===== src/rtl/pc_seq_ctrl.sv =====
// pc_seq_ctrl: fetch/execute sequencer that drives the PC register, flags fetch timeouts
// and counts retired instructions.
module pc_seq_ctrl #(
    parameter logic [3:0] MAX_WAIT = 4'd15
) (
    input  logic        clk,
    input  logic        rst,
    input  logic [15:0] pc_q,
    input  logic        imem_ack,
    input  logic        halt_in,
    input  logic        stall,
    input  logic        branch_taken,
    input  logic [15:0] branch_target,
    output logic [15:0] pc_next,
    output logic        pc_we,
    output logic        imem_req,
    output logic        instr_valid,
    output logic        halted,
    output logic        fetch_err,
    output logic [15:0] retire_cnt
);
    typedef enum logic [4:0] {
        IDLE  = 5'b00001,
        FETCH = 5'b00010,
        EXEC  = 5'b00100,
        HALT  = 5'b01000,
        ERR   = 5'b10000
    } state_t;

    state_t      state_q, state_d;
    logic [3:0]  wait_q, wait_d;
    logic [15:0] retire_q;

    always_ff @(posedge clk or negedge rst) begin
        if (!rst) begin
            state_q  <= IDLE;
            wait_q   <= 4'd0;
            retire_q <= 16'd0;
        end else begin
            state_q <= state_d;
            wait_q  <= wait_d;
            if (pc_we) retire_q <= retire_q + 16'd1;
        end
    end

    // HALT and ERR are absorbing; any illegal encoding falls back to IDLE
    always_comb begin
        state_d = state_q;
        wait_d  = wait_q;
        case (state_q)
            IDLE:  state_d = FETCH;
            FETCH: begin
                wait_d  = imem_ack ? 4'd0 : wait_q + 4'd1;
                state_d = imem_ack ? EXEC : (wait_q == MAX_WAIT) ? ERR : FETCH;
            end
            EXEC:      state_d = halt_in ? HALT : stall ? EXEC : FETCH;
            HALT, ERR: state_d = state_q;
            default:   state_d = IDLE;
        endcase
    end

    always_comb begin
        imem_req    = state_q == FETCH;
        instr_valid = state_q == EXEC;
        halted      = state_q == HALT;
        fetch_err   = state_q == ERR;
        pc_we       = instr_valid && !halt_in && !stall;
        pc_next     = !pc_we ? pc_q : branch_taken ? {branch_target[15:1], 1'b0} : pc_q + 16'd2;
    end

    assign retire_cnt = retire_q;
endmodule


===== config.mk =====
export PLATFORM = sky130hd
export DESIGN_NAME = pc_seq_ctrl
export DESIGN_NICKNAME = d
export VERILOG_FILES = /design/src/rtl/pc_seq_ctrl.sv
export SDC_FILE = /design/constraint.sdc
export NUM_CORES = 1
export LEC_CHECK = 0
export CORE_MARGIN = 3
export CORE_UTILIZATION = 46
export DETAILED_ROUTE_END_ITERATION = 10
export GPL_TIMING_DRIVEN = 0
export PLACE_DENSITY_LB_ADDON = 0.2
export SLEW_MARGIN = 20
export SYNTH_ARGS = -nofsm -noshare
export SYNTH_HDL_FRONTEND = slang
export SYNTH_SLANG_ARGS = --single-unit
export TNS_END_PERCENT = 10

===== constraint.sdc =====
create_clock -name clk -period 3.7 [get_ports clk]
set_input_delay 0.74 -clock clk [delete_from_list [all_inputs] [get_ports clk]]
set_output_delay 0.74 -clock clk [all_outputs]
set_load 0.02 [all_outputs]

==> metrics.csv, run 1 <==
metric,value,unit
final critical-path required period,3.669,ns
full die area,0.004659,sq mm
combined area of all synthesized cells,0.001783,sq mm
placer congestion estimate,0.8735,
CP Max Fanout,10,
vias in the first global route,1873,
total I/O pin count,75,
"CP delay by family, top",buffers and inverters,
post-synthesis sequential area ratio,35.16,%
worst-case headroom to the max-slew limit,63.28,%
overall global routing resource usage,22.88,%
TritonCTS buffer count,3,
post-CTS setup repair buffer count,0,
number of vias per cell after detailed routing,5.786,
# port buffers,73,
"Slowest-stage cell, CP",sky130_fd_sc_hd__or4b_4,
number of cell rows,21,
worst endpoint data arrival time,2.93,ns
post-synthesis async set-or-reset flop share,100.0,%
Hold WC Path Type,input port to async pin,
period utilization,99.16,%
Final Hold Fails,0,
"EDFF count, synth",0,
static power due to leakage,1.057,nW
setup violators final,0,
"IR drop worst, VDD",0.0001894,V
required time worst endpoint,2.96,ns
number of maximum-capacitance violations,0,
"Worst Path Class, Setup",input port to output pin,
vertical extent of the die,68.26,um
Worst Setup End Kind,output pin,
core box area,0.003521,sq mm
max-slew violation count,0,
number of synthesis warnings,0,
endpoint of the worst register-to-register path,retire_cnt[6],
"Clk pin slew, worst setup/hold paths",0.09,ns
total length of routed wires,5.020,mm
total iterations of the first detailed-routing run,4,
slew at the pin with the worst max-slew slack,0.5508,ns
Final HPWL DP,3.840,mm
final standard cell count with taps included and fillers excluded,332,
DRC viols,0,
"Buf+Inv Stages, Crit Path",5,
number of placed instances with taps included,328,
area delta synth->final,45.97,%
total number of nets in the final design,328,
"Net Count, Synth",250,
Max Clk Rate,0.2726,GHz
critical register-to-register path startpoint,state_q[3],
number of different library cells in the post-synthesis netlist,52,
dpl cell area,0.002571,sq mm
Mean Syn Cell Area,8.531,sq um
Clock Sink Count,25,
number of antenna diodes,0,
RSZ-0062 raised after global routing,true,
residual antenna-violating net count after detailed routing,0,
maximum buffer depth of the clock tree,2,
result of the run,finished clean,
grt total ovfl,0,
number of standard cells after synthesis,209,
Max stage delay on crit path,0.54,ns
1st-iter DRT viols,130,
largest net degree at the start of global routing,26,
Routed wire per std cell,15.12,um
number of cells on the worst reg-to-reg path,7,
global-route wire length before repair,8.245,mm
layout cell share with drive strength beyond 1,9.441,%
CTS H-tree lvls,1,
TritonCTS clock tree,done,
Worst-Skew Late Latency,0.27,ns
list of cells traversed by the critical path,clkdlybuf4s50_1 > or4b_4 > or2_1 > buf_6 > inv_6 > buf_6 > a21oi_1 > a21oi_1 > clkdlybuf4s15_1,
R2R Setup Slk,1.69,ns
die width,68.26,um
via count of the routed design,1921,
finished layout cell area,0.002603,sq mm
initial antenna violation count,0,
Power per Cell Area,326.5,mW/mm^2
commonest register cell after synthesis,sky130_fd_sc_hd__dfrtp_1,
root buf cell,sky130_fd_sc_hd__clkbuf_8,
Seq cells post-synth,25,
final core utilization,73.92,%
Critical Path Source Type,input port,
effective utilization at floorplan,50.64,%
clock skew after layout,0.005349,ns
## repair_timing
action,CTS,global route
endpoints found under the setup margin,17,9
pin swaps,0,2
hold buffers,0,0
gates resized for setup,26,10
## per-stage QoR
stage	power (W)	setup TNS (ns)	setup slack [ns]	hold slack [ns]
3_3_place_gp	0.0006824	-3.631	-0.3357	0.4602
6_report	0.0008497	0	0.03099	0.4445
5_1_grt	0.0009085	-0.04520	-0.03872	0.4749
4_1_cts	0.0008520	0	0.009001	0.4997
3_5_place_dp	0.0006967	-3.613	-0.3488	0.4838
2_1_floorplan	0.0005461	0	0.6887	0.4444
## state kept, by name, summed over array words and instances, names as in the netlist
register / cells
retire_cnt: 16
state_q: 5
wait_q: 4
## placed cells by master (no fill, tap or decap), drive strengths merged, types with 2 or more instances in the layout
master,synthesis,layout
dfrtp,24,24
xor2,4,4
o31ai,2,2
nor2b,3,3
nand3b,2,2
o21ai,21,21
nor4,6,6
nor3,8,8
nor2,8,8
o221ai,2,2
and3,3,3
nor3b,2,2
a21oi,11,11
nand3,14,14
nand2b,3,3
buf,3,6
o311ai,2,2
dlygate4sd2,0,9
mux2i,3,3
or3,2,2
or4b,2,2
xnor2,12,12
nand4,7,7
clkdlybuf4s15,0,4
inv,7,7
clkdlybuf4s50,0,55
a22o,4,4
clkbuf,6,11
nand2,27,27
nor4b,2,2
and4,2,2
ha,3,3
## metal layers
| layer | share of wire, % | track usage, % | up-vias |
|---|---|---|---|
| li1 | - | - | 925 |
| met1 | 42 | 29.35 | 893 |
| met2 | 47 | 37.91 | 93 |
| met3 | 8.8 | 4.762 | 10 |
| met4 | 1.7 | 7.940 | 0 |
| met5 | 0 | 0 | - |
## worst max-delay path by stage
| stage | cells past startpoint | slack (ns) | startpoint | end |
|---|---|---|---|---|
| detailed placement | 7 | -0.35 | pc_q[1] | pc_next[9] |
| finish | 9 | 0.03 | halt_in | pc_next[6] |
| global placement | 7 | -0.34 | pc_q[1] | pc_next[9] |
| CTS | 9 | 0.009 | halt_in | pc_next[15] |
| floorplan | 7 | 0.69 | stall | pc_next[13] |
| global route | 9 | -0.04 | halt_in | pc_next[1] |
## synth_stat cells, types with 3 or more instances
cell,instances,area (sq um)
sky130_fd_sc_hd__nor4_1,4,25.02
sky130_fd_sc_hd__nor2_1,8,30.03
sky130_fd_sc_hd__o21ai_1,6,30.03
sky130_fd_sc_hd__ha_1,3,37.54
sky130_fd_sc_hd__xnor2_1,12,105.1
sky130_fd_sc_hd__nand4_1,7,43.79
sky130_fd_sc_hd__xor2_1,4,35.03
sky130_fd_sc_hd__nand2b_1,3,18.77
sky130_fd_sc_hd__mux2i_1,3,30.03
sky130_fd_sc_hd__nor2b_1,3,18.77
sky130_fd_sc_hd__clkbuf_1,6,22.52
sky130_fd_sc_hd__a22o_1,4,35.03
sky130_fd_sc_hd__nand3_1,13,65.06
sky130_fd_sc_hd__dfrtp_1,24,600.6
sky130_fd_sc_hd__and3_1,3,18.77
sky130_fd_sc_hd__inv_1,6,22.52
sky130_fd_sc_hd__a21oi_1,11,55.05
sky130_fd_sc_hd__nand2_1,27,101.4
sky130_fd_sc_hd__o21ai_0,15,75.07
sky130_fd_sc_hd__nor3_1,6,30.03
## kinds of logic after synthesis
kind of cell               Yosys count  share of synthesized area (%)
buffers and inverters               16                          4.702
and+or+nand+nor                     93                          29.19
muxes                                3                          1.684
AOI/OAI and AO/OA                   53                          19.30
xor gates and xnor gates            16                          7.859
DFF                                 25                          35.16
adders and majority gates            3                          2.105
## power breakdown
group	total (W)	internal [W]	leakage [nW]	switching, W
clock	0.000164	0.0000763	0.0217	0.0000877
sequential	0.000368	0.000318	0.333	0.0000504
combinational	0.000318	0.000148	0.702	0.000170
total	0.000850	0.000542	1.06	0.000308
## final cells by class
| class | instances | area [sq um] |
|---|---|---|
| Buffer | 9 | 53.80 |
| Tap cell | 46 | 57.56 |
| Timing Repair Buffer | 73 | 695.7 |
| Multi-Input combinational cell | 168 | 1089 |
| Clock buffer | 3 | 41.29 |
| Sequential cell | 25 | 626.9 |
| Clock inverter | 1 | 7.507 |
| Inverter | 7 | 31.28 |
| Fill cell | 296 | 918.4 |
(Power assumes the default switching activity.)
==> run 2: changes to the inputs <==
--- a/config.mk
+++ b/config.mk
@@ -6,11 +6,10 @@
 export NUM_CORES = 1
 export LEC_CHECK = 0
 export CORE_MARGIN = 3
-export CORE_UTILIZATION = 46
+export CORE_UTILIZATION = 30
 export DETAILED_ROUTE_END_ITERATION = 10
 export GPL_TIMING_DRIVEN = 0
 export PLACE_DENSITY_LB_ADDON = 0.2
-export SLEW_MARGIN = 20
 export SYNTH_ARGS = -nofsm -noshare
 export SYNTH_HDL_FRONTEND = slang
 export SYNTH_SLANG_ARGS = --single-unit
==> metrics.csv, run 2 (synthesis gave the netlist of run 1 again) <==
metric,value,unit,change
grt total ovfl,0,,unchanged
endpoint of the worst register-to-register path,retire_cnt[6],,
result of the run,finished clean,,
Final HPWL DP,3.903,mm,+1.6%
setup violators final,0,,unchanged
die width,83.09,um,+22%
number of maximum-capacitance violations,0,,unchanged
"leading cell type in the layout, fill and taps excluded",sky130_fd_sc_hd__clkdlybuf4s50_1,,
"Clk pin slew, worst setup/hold paths",0.08,ns,about the same
DRC viols,0,,unchanged
via count of the routed design,1862,,-3.1%
placer congestion estimate,0.8537,,-2.3%
initial antenna violation count,0,,unchanged
max reg flops,16,,unchanged
total I/O pin count,75,,unchanged
Worst Setup End Kind,output pin,,
TritonCTS buffer count,3,,unchanged
critical register-to-register path startpoint,state_q[3],,
Clock Sink Count,25,,unchanged
number of cells on the worst reg-to-reg path,7,,unchanged
global-route wire length before repair,8.466,mm,+2.7%
number of vias per cell after detailed routing,5.201,,-10%
maximum buffer depth of the clock tree,2,,unchanged
overall global routing resource usage,14.49,%,-8.4 points
# port buffers,73,,unchanged
finished layout cell area,0.002633,sq mm,+1.2%
"Worst Path Class, Setup",input port to output pin,,
hold buffers post-CTS,0,,unchanged
most used cells in the layout excluding fill and tap cells,"sky130_fd_sc_hd__clkdlybuf4s50_1 (55), sky130_fd_sc_hd__nand2_1 (27), sky130_fd_sc_hd__dfrtp_1 (24)",,
number of antenna diodes,0,,unchanged
CTS H-tree lvls,1,,unchanged
final standard cell count with taps included and fillers excluded,358,,+7.8%
vias in the first global route,1813,,-3.2%
number of placed instances with taps included,354,,+7.9%
dpl cell area,0.002604,sq mm,+1.3%
Max Clk Rate,0.2739,GHz,+0.51%
worst-case headroom to the max-slew limit,27.11,%,-36 points
Hold WC Path Type,flop to flop,,
"IR drop worst, VDD",0.0001666,V,-12%
residual antenna-violating net count after detailed routing,0,,unchanged
total number of nets in the final design,328,,unchanged
Final Hold Fails,0,,unchanged
RSZ-0062 raised after global routing,true,,
final critical-path required period,3.651,ns,-0.01848 ns
required time worst endpoint,2.96,ns,about the same
core box area,0.005642,sq mm,+60%
area delta synth->final,47.65,%,
Routed wire per std cell,14.09,um,-6.8%
full die area,0.006904,sq mm,+48%
R2R Setup Slk,1.70,ns,about the same
TritonCTS clock tree,done,,
WHS Path Cells,1,,
static power due to leakage,1.066,nW,+0.85%
layout cell share with drive strength beyond 1,9.790,%,+0.35 points
vertical extent of the die,83.09,um,+22%
Critical Path Source Type,input port,,
Worst-Skew Late Latency,0.26,ns,about the same
clock skew after layout,0.002288,ns,-0.003061 ns
effective utilization at floorplan,31.60,%,-19 points
root buf cell,sky130_fd_sc_hd__clkbuf_8,,
post-CTS setup repair buffer count,0,,unchanged
period utilization,98.66,%,-0.50 points
total length of routed wires,5.046,mm,+0.52%
Power per Cell Area,319.0,mW/mm^2,-2.3%
total iterations of the first detailed-routing run,4,,unchanged
Worst Hold Path EP,retire_cnt[15],,
hold path startpoint,retire_cnt[15],,
number of cell rows,27,,+29%
CP Max Fanout,10,,unchanged
max-slew violation count,0,,unchanged
worst endpoint data arrival time,2.91,ns,-0.02 ns
largest net degree at the start of global routing,26,,unchanged
slew at the pin with the worst max-slew slack,1.090,ns,+0.5392 ns
1st-iter DRT viols,82,,-37%
run 2: worst max-delay path, stage by stage:
cell and delay [ns]:
sky130_fd_sc_hd__clkdlybuf4s50_1 0.44, sky130_fd_sc_hd__or4b_4 0.57, sky130_fd_sc_hd__or2_1 0.24, sky130_fd_sc_hd__buf_6 0.15
sky130_fd_sc_hd__inv_6 0.08, sky130_fd_sc_hd__buf_4 0.19, sky130_fd_sc_hd__nand3_1 0.10, sky130_fd_sc_hd__nand3_1 0.13
sky130_fd_sc_hd__clkdlybuf4s15_2 0.26
run 2: cell type report:
cell class                 count  area, sq um
fill                         543         3009
multi-input combinational    168         1084
timing repair buffer          73        701.9
sequential                    25        626.9
tap                           72        90.09
buffer                         9        53.80
clock buffer                   4        45.04
inverter                       7        31.28
run 2: how the worst max path moves through the flow:
stage	from	endpoint	slack [ns]	cells after the start
2_1_floorplan	stall	pc_next[13]	0.69	7
3_3_place_gp	pc_q[1]	pc_next[9]	-0.37	7
3_5_place_dp	pc_q[1]	pc_next[9]	-0.35	7
4_1_cts	stall	pc_next[13]	0.0006	9
5_1_grt	stall	pc_next[7]	-0.05	9
6_report	stall	pc_next[15]	0.05	9
run 2: where the power goes:
| group | switching (W) | internal [W] | leakage (nW) |
|---|---|---|---|
| Combinational | 0.000168 | 0.000147 | 0.710 |
| Sequential | 0.0000491 | 0.000318 | 0.333 |
| Clock | 0.0000821 | 0.0000769 | 0.0228 |
run 2: layer usage:
| layer | part of all wire, % | track usage (%) |
|---|---|---|
| met1 | 47 | 19.35 |
| met5 | 0 | 0 |
| met4 | 1.0 | 4.755 |
| met3 | 6.8 | 2.679 |
| met2 | 45 | 23.54 |
run 2: per-stage QoR:
stage	setup WS [ns]	setup TNS (ns)	utilization, %	hold WS [ns]	total power, W
2_1_floorplan	0.6887	0	-	0.4444	0.0005461
3_3_place_gp	-0.3650	-4.136	46.15	0.4608	0.0006885
3_5_place_dp	-0.3523	-3.993	46.15	0.4673	0.0006951
4_1_cts	0.0005640	0	46.84	0.4791	0.0008478
5_1_grt	-0.05117	-0.09364	46.66	0.5140	0.0009047
6_report	0.04948	0	46.66	0.4697	0.0008399
run 2: timing repair:
item	4_1_cts	5_1_grt
pin swaps	0	1
resized for setup	28	13
endpoints found under the setup margin	17	11
